==> config.mk <==
export PLATFORM = sky130hd
export DESIGN_NAME = pwm_duty_modulator
export DESIGN_NICKNAME = d
export VERILOG_FILES = /design/src/rtl/pwm_duty_modulator.sv
export SDC_FILE = /design/constraint.sdc
export NUM_CORES = 1
export LEC_CHECK = 0
export ABC_AREA = 1
export BUFFER_PORTS_ARGS = -buffer_cell sky130_fd_sc_hd__clkbuf_2
export CORE_MARGIN = 2
export CORE_UTILIZATION = 35
export CTS_CLUSTER_DIAMETER = 200
export DETAILED_ROUTE_END_ITERATION = 10
export GPL_ROUTABILITY_DRIVEN = 1
export PLACE_DENSITY_LB_ADDON = 0.25
export RECOVER_POWER = 25
export SYNTH_ARGS = -nofsm -noshare
export SYNTH_HDL_FRONTEND = slang
export SYNTH_SLANG_ARGS = --single-unit
==> constraint.sdc <==
create_clock -name sysclk -period 2.55 [get_ports sysclk]
set_input_delay 0.1275 -clock sysclk [delete_from_list [all_inputs] [get_ports sysclk]]
set_output_delay 0.1275 -clock sysclk [all_outputs]
set_load 0.1 [all_outputs]
==> src/rtl/pwm_duty_modulator.sv <==
// PWM modulator: prescaled 64-step period counter compared against a period-buffered duty word.
// Define PWM_DEADTIME_EN to add a complementary output with dead-time on PWM_N_Out.
module pwm_duty_modulator #(
  parameter int PRESCALE_W = 8,
  parameter int DEADTIME   = 2
) (
  input  logic                  sysclk,
  input  logic                  reset,
  input  logic                  Enable,
  input  logic [5:0]            Duty_In,
  input  logic [PRESCALE_W-1:0] Prescale,
  output logic                  PWM_Out,
  output logic                  PWM_N_Out,
  output logic                  Period_Start,
  output logic [5:0]            Duty_Active
);

  logic [PRESCALE_W-1:0] pre_cnt;
  logic [5:0]            per_cnt;
  logic                  en_q;
  logic                  tick, wrap, first;
  logic [5:0]            duty_eff;
  logic                  raw;

  assign tick  = (pre_cnt == Prescale);
  assign wrap  = tick && (per_cnt == 6'd63);
  assign first = Enable && !en_q;

  // The first enabled cycle compares against the incoming word, so the
  // opening period gets its full duty even though Duty_Active loads now.
  assign duty_eff = first ? Duty_In : Duty_Active;
  assign raw      = Enable && (per_cnt < duty_eff);

  always_ff @(posedge sysclk or posedge reset) begin
    if (reset) begin
      en_q         <= 1'b0;
      pre_cnt      <= '0;
      per_cnt      <= '0;
      Duty_Active  <= '0;
      Period_Start <= 1'b0;
    end else begin
      en_q <= Enable;
      if (!Enable) begin
        pre_cnt      <= '0;
        per_cnt      <= '0;
        Duty_Active  <= '0;
        Period_Start <= 1'b0;
      end else begin
        pre_cnt      <= tick ? '0 : pre_cnt + 1'b1;
        if (tick) per_cnt <= per_cnt + 6'd1;
        if (first || wrap) Duty_Active <= Duty_In;
        Period_Start <= first || wrap;
      end
    end
  end

`ifdef PWM_DEADTIME_EN
  localparam int DT_W = (DEADTIME < 1) ? 1 : $clog2(DEADTIME + 1);

  logic            raw_n;
  logic [DT_W-1:0] dt_p, dt_n, dt_p_nx, dt_n_nx;

  assign raw_n = Enable && !(per_cnt < duty_eff);

  // dt_x reloads while output x is high and counts down once it falls; the
  // opposite output may rise only when the next value has reached zero.
  always_comb begin
    dt_p_nx = PWM_Out   ? DT_W'(DEADTIME) : ((dt_p != '0) ? dt_p - 1'b1 : dt_p);
    dt_n_nx = PWM_N_Out ? DT_W'(DEADTIME) : ((dt_n != '0) ? dt_n - 1'b1 : dt_n);
  end

  always_ff @(posedge sysclk or posedge reset) begin
    if (reset) begin
      dt_p      <= '0;
      dt_n      <= '0;
      PWM_Out   <= 1'b0;
      PWM_N_Out <= 1'b0;
    end else begin
      dt_p      <= dt_p_nx;
      dt_n      <= dt_n_nx;
      PWM_Out   <= raw   && !PWM_N_Out && (dt_n_nx == '0);
      PWM_N_Out <= raw_n && !PWM_Out   && (dt_p_nx == '0);
    end
  end
`else
  logic unused_dt;
  assign unused_dt = ^DEADTIME;

  always_ff @(posedge sysclk or posedge reset) begin
    if (reset) begin
      PWM_Out   <= 1'b0;
      PWM_N_Out <= 1'b0;
    end else begin
      PWM_Out   <= raw;
      PWM_N_Out <= 1'b0;
    end
  end
`endif

endmodule

==> results.toml <==
[clock_network]
clk_pin_slew_ns = 0.08
cts_made_buffers = 3
root_buffer = "clkbuf_8"
clk_latency_ns = 0.26
clk_path_buf_depth = 2
htreeDepth = 1
cts_resized = 0
cts.sinks = 23
ctsHoldBuffers = 0
cts_tree = "built"
post-cts-setup-buffers = 0

[route]
ant_nets = 0
drt_pass1_iterations = 4
drtIter0Drc = 30
drc = 0
routed_wl_mm = 2.48
wl_per_cell_um = 9.98
wl_met2_mm = 1.06
top_layer = "met4"
viasPerCell = 4.43
wl_met1_mm = 1.33
vias = 1098
wl_met3_um = 63

[sta]
fin_ws_ns = 0.664
final_max_slew_viol_count = 0
max_freq_mhz = 530
post-route-min-period_ns = 1.89
tightestPinTransition_ns = 0.860
fin_skew_ns = 0.00309
rsz0062_at_grt = "no"
slew_headroom_pct = 42.7
finalCritPeriodShare_pct = 74.0
hold_viol = 0
fin_setup_tns_ns = 0
setup_viol = 0

[power_and_ir_drop]
power_density_nw_per_um2 = 502
power.leakage_nw = 0.871
ir_worst_vdd_mv = 0.180

[worst_setup_path]
worstRegToRegCells = 9
r2r_slack_ns = 0.71
crit_arrival_ns = 2.08
endpoint_kind = "flop"
crit_type = "input port to flop"
path_max_fanout = 20
start_kind = "input port"
crit_required_ns = 2.74

[die]
start_util_pct = 37.1
die_area_um2 = 4480
die_w_um = 67.0
io_pins = 26
placeableCoreArea_um2 = 3740
die_h_um = 67.0
std_cell_rows = 22

[global_routing]
grt_pass1_wl_mm = 4.37
first_global_vias = 995
grt_max_degree = 24
grt_overflow = 0
track_usage_pct = 12.7
antenna_found_initial = 0

[finish]
final_common_cell = "nand2_1"
diodes = 0
fill_cells = 388
layout_common_cells = "nand2_1 (52), dfrtp_1 (23), clkbuf_2 (23), inv_1 (19), nor2_1 (18)"
drive_above_1_share_pct = 18.5
area_growth_pct = 13.4
final_nets = 225

[run_status]
outcome = "completed"

[place]
routabilityCongestion = 0.770
io_buffers = 24
dpl.hpwl_mm = 1.91
pre_cts_ws_ns = 0.751

[logic_synthesis]
ys_warn_count = 0
mappedNetlistNets = 201
yosysSeqAreaShare_pct = 41.5
synth-seq-cells = 23
synth.distinct_cells = 25
synth.avg_cell_area_um2 = 7.84
netlist_instances = 177
syn_area_um2 = 1390

[job]
max_cap_viol_count = 0

[worst_hold_path]
hold_class = "input port to asynchronous set/reset pin"
[synthesized netlist by cell type]
library cell | count | share of area, %
inv_1 | 19 | 5.1
ha_1 | 7 | 6.3
dfrtp_1 | 23 | 41
nor2_1 | 18 | 4.9
mux2i_1 | 5 | 3.6
nand2_4 | 1 | 0.81
nand4_1 | 7 | 3.2
o21ai_1 | 3 | 1.1
buf_2 | 1 | 0.36
nand2_1 | 52 | 14
conb_1 | 1 | 0.27
inv_2 | 1 | 0.27
buf_4 | 3 | 1.6
nand2_2 | 2 | 0.90
buf_6 | 1 | 0.81
nand3_1 | 13 | 4.7
nor2_2 | 4 | 1.8
a21oi_1 | 2 | 0.72
or2_2 | 1 | 0.45
a211oi_1 | 1 | 0.54
xnor2_1 | 4 | 2.5
xor2_1 | 4 | 2.5
o21ai_0 | 2 | 0.72
nor3b_1 | 1 | 0.54
nand3_2 | 1 | 0.72
[stage by stage]
stage	hold slack, ns	util (%)	cell area (um2)	power, mW	instances
3_5_place_dp	0.336	40.8	1530	0.579	244
4_1_cts	0.0494	42.1	1580	0.804	248
2_1_floorplan	0.129	-	1390	0.543	177
5_1_grt	0.104	42.0	1570	0.844	248
3_3_place_gp	0.345	40.8	1530	0.578	244
6_report	0.0142	42.0	1570	0.791	248
[power by group]
part	total [mW]	internal, mW	switching, mW
clock network	0.221	0.109	0.112
logic	0.172	0.0466	0.125
registers	0.398	0.382	0.0162
total	0.791	0.537	0.253
[metal layers]
metal | track usage [%] | vias up
met3 | 2.03 | 2
met2 | 19.8 | 9
met1 | 18.4 | 475
li1 | - | 612
met4 | 3.06 | 0
met5 | 0 | -
[kinds of logic after synthesis]
kind of cell	count (synthesis)	share of synthesized area (%)
AO/OA/AOI/OAI	8	3.07
XOR/XNOR	8	5.05
adder cells (fa/ha/maj)	7	6.31
buffers and inverters	25	8.20
flip-flops	23	41.5
multiplexers	5	3.61
other	1	0.270
AND/OR/NAND/NOR	100	32.0
[sequential cells by signal, summed over array words and instances (netlist names)]
signal and count:
pre_cnt 8, Duty_Active 6, PWM_Out 1, en_q 1, Period_Start 1, per_cnt 6
[worst max-delay path, cell delays in order]
cell	delay, ns
clkbuf_1	0.62
nand2_2	0.32
mux2i_1	0.23
ha_1	0.26
a21oi_1	0.13
nor2_1	0.05
a211oi_1	0.17
nand2_1	0.07
nor2_1	0.08
[path summary, 6_finish.rpt]
kind,start,end
setup / recovery,Enable,PWM_Out
hold / removal,reset,pre_cnt[1]
setup reg to reg,en_q,PWM_Out
hold reg to reg,pre_cnt[0],pre_cnt[0]
max in group asynchronous,reset,pre_cnt[0]
min in group sysclk,Duty_In[2],Duty_Active[2]
[cell type report]
class                           instances  area (um2)  area share (%)
Sequential cell                        23         576            36.6
Clock buffer                            3        41.3            2.62
Multi-Input combinational cell        129         698            44.4
Clock inverter                          1        5.00           0.318
Inverter                               20        75.1            4.77
Tap cell                               48        60.1            3.82
Timing Repair Buffer                   24         119            7.55
No activity file was read; power rests on OpenSTA's default activity.
